`config.mk`:
```
export PLATFORM = sky130hd
export DESIGN_NAME = penc_rr_scheduler
export DESIGN_NICKNAME = d
export VERILOG_FILES = /design/src/rtl/penc_pkg.sv /design/src/rtl/penc_msb_find.sv /design/src/rtl/penc_rr_scheduler.sv
export SDC_FILE = /design/constraint.sdc
export NUM_CORES = 1
export LEC_CHECK = 0
export ABC_AREA = 1
export CORE_AREA = 8 8 51 53
export CTS_CLUSTER_DIAMETER = 100
export CTS_CLUSTER_SIZE = 28
export DETAILED_ROUTE_END_ITERATION = 10
export DIE_AREA = 0 0 59 61
export PLACE_DENSITY = 0.79
export SETUP_SLACK_MARGIN = 0.05
export SLEW_MARGIN = 10
export SYNTH_ARGS = -nofsm -noshare
export SYNTH_HDL_FRONTEND = slang
export SYNTH_HIERARCHICAL = 1
export SYNTH_SLANG_ARGS = --single-unit
export TNS_END_PERCENT = 10
```
`constraint.sdc`:
```
create_clock -name clk -period 2.25 [get_ports clk]
set_clock_uncertainty 0.15 [all_clocks]
set_input_delay 0.225 -clock clk [delete_from_list [all_inputs] [get_ports clk]]
set_output_delay 0.225 -clock clk [all_outputs]
set_load 0.01 [all_outputs]
```
`src/rtl/penc_pkg.sv`:
```
// Shared definitions for the registered priority-encoder scheduler:
// index-width helper and mode encodings.
package penc_pkg;

  typedef enum logic {
    MODE_FIXED = 1'b0,
    MODE_RR    = 1'b1
  } penc_mode_e;

  function automatic int unsigned idx_w(input int unsigned n);
    return (n < 2) ? 1 : $clog2(n);
  endfunction

endpackage : penc_pkg

```
`src/rtl/penc_msb_find.sv`:
```
// Combinational highest-set-bit finder: returns {found, index} of the
// most significant 1 in vec (index is 0 when nothing is set).
module penc_msb_find
  import penc_pkg::*;
#(
  parameter  int unsigned N     = 8,
  localparam int unsigned IDX_W = idx_w(N)
) (
  input  logic [N-1:0]     vec,
  output logic             found,
  output logic [IDX_W-1:0] index
);

  // Ascending scan so the last hit, i.e. the highest bit, wins.
  always_comb begin
    found = 1'b0;
    index = '0;
    for (int unsigned i = 0; i < N; i++) begin
      if (vec[i]) begin
        found = 1'b1;
        index = IDX_W'(i);
      end
    end
  end

endmodule : penc_msb_find

```
`src/rtl/penc_rr_scheduler.sv`:
```
// Sticky-pending N:1 request scheduler with a valid/ready index output,
// fixed MSB-first or round-robin selection. Optional overrun flag and its
// clear input exist only when PENC_OVERRUN_EN is defined.
module penc_rr_scheduler
  import penc_pkg::*;
#(
  parameter  int unsigned N     = 8,
  localparam int unsigned IDX_W = idx_w(N)
) (
  input  logic             clk,
  input  logic             rst_n,
  input  logic [N-1:0]     req,
  input  logic             mode,
  input  logic             out_ready,
  output logic             out_valid,
  output logic [IDX_W-1:0] idx,
  output logic             pend_any
`ifdef PENC_OVERRUN_EN
  ,
  input  logic             clr_ovr,
  output logic             overrun
`endif
);

  logic [N-1:0]     pend_q, pend_d;
  logic             out_valid_q, out_valid_d;
  logic [IDX_W-1:0] idx_q, idx_d;
  logic [IDX_W-1:0] rr_ptr_q, rr_ptr_d;

  logic [N-1:0]     below_mask;
  logic [N-1:0]     load_mask;
  logic             found_lo, found_all;
  logic [IDX_W-1:0] sel_lo, sel_all, sel;
  logic             load;
  penc_mode_e       mode_e;

  assign mode_e = penc_mode_e'(mode);

  // Round-robin searches strictly below the last served index first.
  always_comb begin
    below_mask = '0;
    for (int unsigned i = 0; i < N; i++) begin
      below_mask[i] = (IDX_W'(i) < rr_ptr_q);
    end
  end

  penc_msb_find #(.N(N)) u_find_lo (
    .vec   (pend_q & below_mask),
    .found (found_lo),
    .index (sel_lo)
  );

  penc_msb_find #(.N(N)) u_find_all (
    .vec   (pend_q),
    .found (found_all),
    .index (sel_all)
  );

  always_comb begin
    sel = sel_all;
    if (mode_e == MODE_RR && found_lo) begin
      sel = sel_lo;
    end
  end

  assign load = found_all && (!out_valid_q || out_ready);

  always_comb begin
    load_mask = '0;
    if (load) begin
      load_mask[sel] = 1'b1;
    end
  end

  always_comb begin
    pend_d      = (pend_q & ~load_mask) | req;
    out_valid_d = out_valid_q;
    idx_d       = idx_q;
    rr_ptr_d    = rr_ptr_q;
    if (load) begin
      out_valid_d = 1'b1;
      idx_d       = sel;
      rr_ptr_d    = sel;
    end else if (out_valid_q && out_ready) begin
      out_valid_d = 1'b0;
    end
  end

  always_ff @(posedge clk) begin
    if (!rst_n) begin
      pend_q      <= '0;
      out_valid_q <= 1'b0;
      idx_q       <= '0;
      rr_ptr_q    <= '0;
    end else begin
      pend_q      <= pend_d;
      out_valid_q <= out_valid_d;
      idx_q       <= idx_d;
      rr_ptr_q    <= rr_ptr_d;
    end
  end

  assign out_valid = out_valid_q;
  assign idx       = idx_q;
  assign pend_any  = |pend_q;

`ifdef PENC_OVERRUN_EN
  logic overrun_q, overrun_d;

  // A request landing on a bit that is already pending and not being
  // loaded is lost; setting takes priority over a same-cycle clear.
  always_comb begin
    overrun_d = overrun_q & ~clr_ovr;
    if (|(req & pend_q & ~load_mask)) begin
      overrun_d = 1'b1;
    end
  end

  always_ff @(posedge clk) begin
    if (!rst_n) begin
      overrun_q <= 1'b0;
    end else begin
      overrun_q <= overrun_d;
    end
  end

  assign overrun = overrun_q;
`endif

endmodule : penc_rr_scheduler
```
==> run_results.csv <==
group,metric,value,unit
run,cap_violations,0,
critical_path,critPathKind,"reg -> out",
sta,finalCriticalPeriod,1.90,ns
cts,clk_latency,0.27,ns
placed_design,hpwl,1690,um
sta,rsz0062_at_grt,"false",
floorplan,core-area,0.00184,mm^2
detailed_routing,dr.first_iter.drc_count,31,
cts,cts_sinks,12,
worst_hold_path,worstHoldPathType,"in -> reg",
critical_path,cp.required,1.88,ns
sta,setup-violations-final,0,
floorplan,pin_count,17,
outcome,status,"finished, final reports clean",
placed_design,place_ws,0.321,ns
critical_path,critPathMaxStageDelay,0.49,ns
detailed_routing,dr.pass1.iters,4,
critical_path,cp_max_fo,5,
synthesis,netlist_top_cells_area,"dfxtp_1 29%, nand2_1 24%, inv_1 15%",
detailed_routing,wirelength,2050,um
synthesis,ys_types,18,
floorplan,die_w,59,um
global_route,gr-total-overflow,0,
cells_and_area,drive_gt1_share,8.98,%
synthesis,synth_top_area_share,29.1,%
global_route,grt.total_usage,12.7,%
critical_path,path_cells,"nor4_1 -> nand2_1 -> clkdlybuf4s50_1",
sta,clock.fmax,0.526,GHz
global_route,grt_antenna_before_repair,0,
sta,setup_ws,0.347,ns
synthesis,ys_ff_latch,12,
detailed_routing,ant_nets,0,
detailed_routing,vias,899,
sta,hold_viol_final,0,
cells_and_area,area_growth,29.0,%
detailed_routing,routed_via_density,4.63,
critical_path,start_kind,"flip-flop",
global_route,grt_pass1_wl,3620,um
synthesis,synth.avg_cell_area,5.65,um^2
synthesis,synth_area,825,um^2
synthesis,seq_area_frac_synth,29.1,%
critical_path,cp.arrival,1.53,ns
synthesis,syn-instance-count,146,
cts,htreeDepth,1,
cts,clk_path_buf_depth,2,
pwr,power.density,625,mW/mm^2
sta,period_share,84.6,%
floorplan,start_util,44.8,%
detailed_routing,wl_per_cell,10.6,um
pwr,p_leak,0.570,nW
cells_and_area,layout_common_cells,"52 x nand2_1, 33 x inv_1, 16 x clkdlybuf4s50_1",
cells_and_area,diodes,0,
cts,numCtsBuffers,3,
cts,cts_setup_buffers,0,
global_route,grt_max_degree,11,
sta,drv_slew,0,
cells_and_area,fill_cells,202,
cts,clk_pin_slew,0.08,ns
cells_and_area,final_common_cell,"nand2_1",
synthesis,ys.warnings.count,6,
floorplan,die-area,0.00360,mm^2
detailed_routing,drcViolationCount,0,
placed_design,gp_congestion,0.914,
cells_and_area,final_net_count,180,
floorplan,dieHeight,61,um
sta,setup_tns,0,ns
cts,cts_tree,"yes",
global_route,first_global_vias,848,
placed_design,port_buffers,16,
floorplan,rows,16,
critical_path,cp-end-kind,"output port",
pwr,peakVddDrop,0.000479,V
synthesis,yosys.area.top_type,"dfxtp_1",
cts,holdBufCountCts,0,
critical_path,slowest_stage,"clkdlybuf4s50_1",
cts,cts-root-buf,"clkbuf_4",
sta,holdWs,0.345,ns
[layer usage]
metal	track usage, %	vias to the layer above	routed length, um
met5	0	-	0
met4	6.83	0	21
met3	2.12	4	97
met2	21.2	19	1010
met1	15.1	396	919
li1	-	480	-
[cell families (layout without fill, tap and decap cells)]
logic type	count (synthesis)	in the layout	share of synthesized area, %
simple gates	82	82	43.4
buf+inv	34	54	15.5
compound gates	17	17	11.5
flops	12	12	29.1
other cells	1	2	0.455
[critical path: cells and delay by family, from the launching register on]
kind / cells / cell delay (ns)
buf+inv: 1 / 0.49
simple gates: 2 / 0.40
flops: 1 / 0.37
[layout make-up]
type	instances	area [um^2]	share of cell area, %
inverters	34	128	12.0
multi-input cells	101	465	43.8
repair buffers	16	160	15.1
well taps	27	33.8	3.18
flip-flops and latches	12	240	22.6
clock buffers	4	36.3	3.41
[per-stage QoR]
stage / area [um^2] / total power [mW] / std cells / utilization (%)
6_report: 1060 / 0.664 / 194 / 57.7
5_1_grt: 1060 / 0.717 / 194 / 57.7
4_1_cts: 1060 / 0.667 / 194 / 57.5
2_1_floorplan: 828 / 0.415 / 147 / -
3_3_place_gp: 1020 / 0.486 / 190 / 55.5
3_5_place_dp: 1020 / 0.493 / 190 / 55.5
[path summary, 6_finish.rpt]
check              startpoint   endpoint  slack, ns  cells after the start
setup / recovery    pend_q[4]   pend_any       0.35                      3
hold / removal         req[5]  pend_q[5]       0.35                      3
setup reg to reg  rr_ptr_q[1]  pend_q[7]       0.36                     13
hold reg to reg     pend_q[3]  pend_q[3]       0.36                      2
[repair_timing]
action / in CTS / in global routing
hold endpoints to repair: 0 / 0
resized for setup: 0 / 1
endpoints found under the setup margin: 0 / 1
[cell usage after synthesis]
library cell,n
a211oi_1,1
a21oi_1,12
inv_1,33
nor4_1,2
nand2_2,3
nor2_2,4
nand2_1,52
o21ai_1,1
nor3_1,2
inv_2,1
o21ai_0,1
nand3_1,8
a21boi_0,1
nor2_1,9
dfxtp_1,12
o211a_1,1
conb_1,1
nor2_4,2
[report_power, final]
part,internal (mW),leakage [nW],switching (mW),total (mW)
Sequential,0.234,0.101,0.0270,0.261
Combinational,0.0958,0.448,0.135,0.231
Clock,0.0984,0.0210,0.0748,0.173
[flip-flops by register name, summed over array words and instances (netlist names)]
signal,cells
rr_ptr_q,3
out_valid,1
pend_q,8
Note: power is estimated with default switching activity, not from simulation.
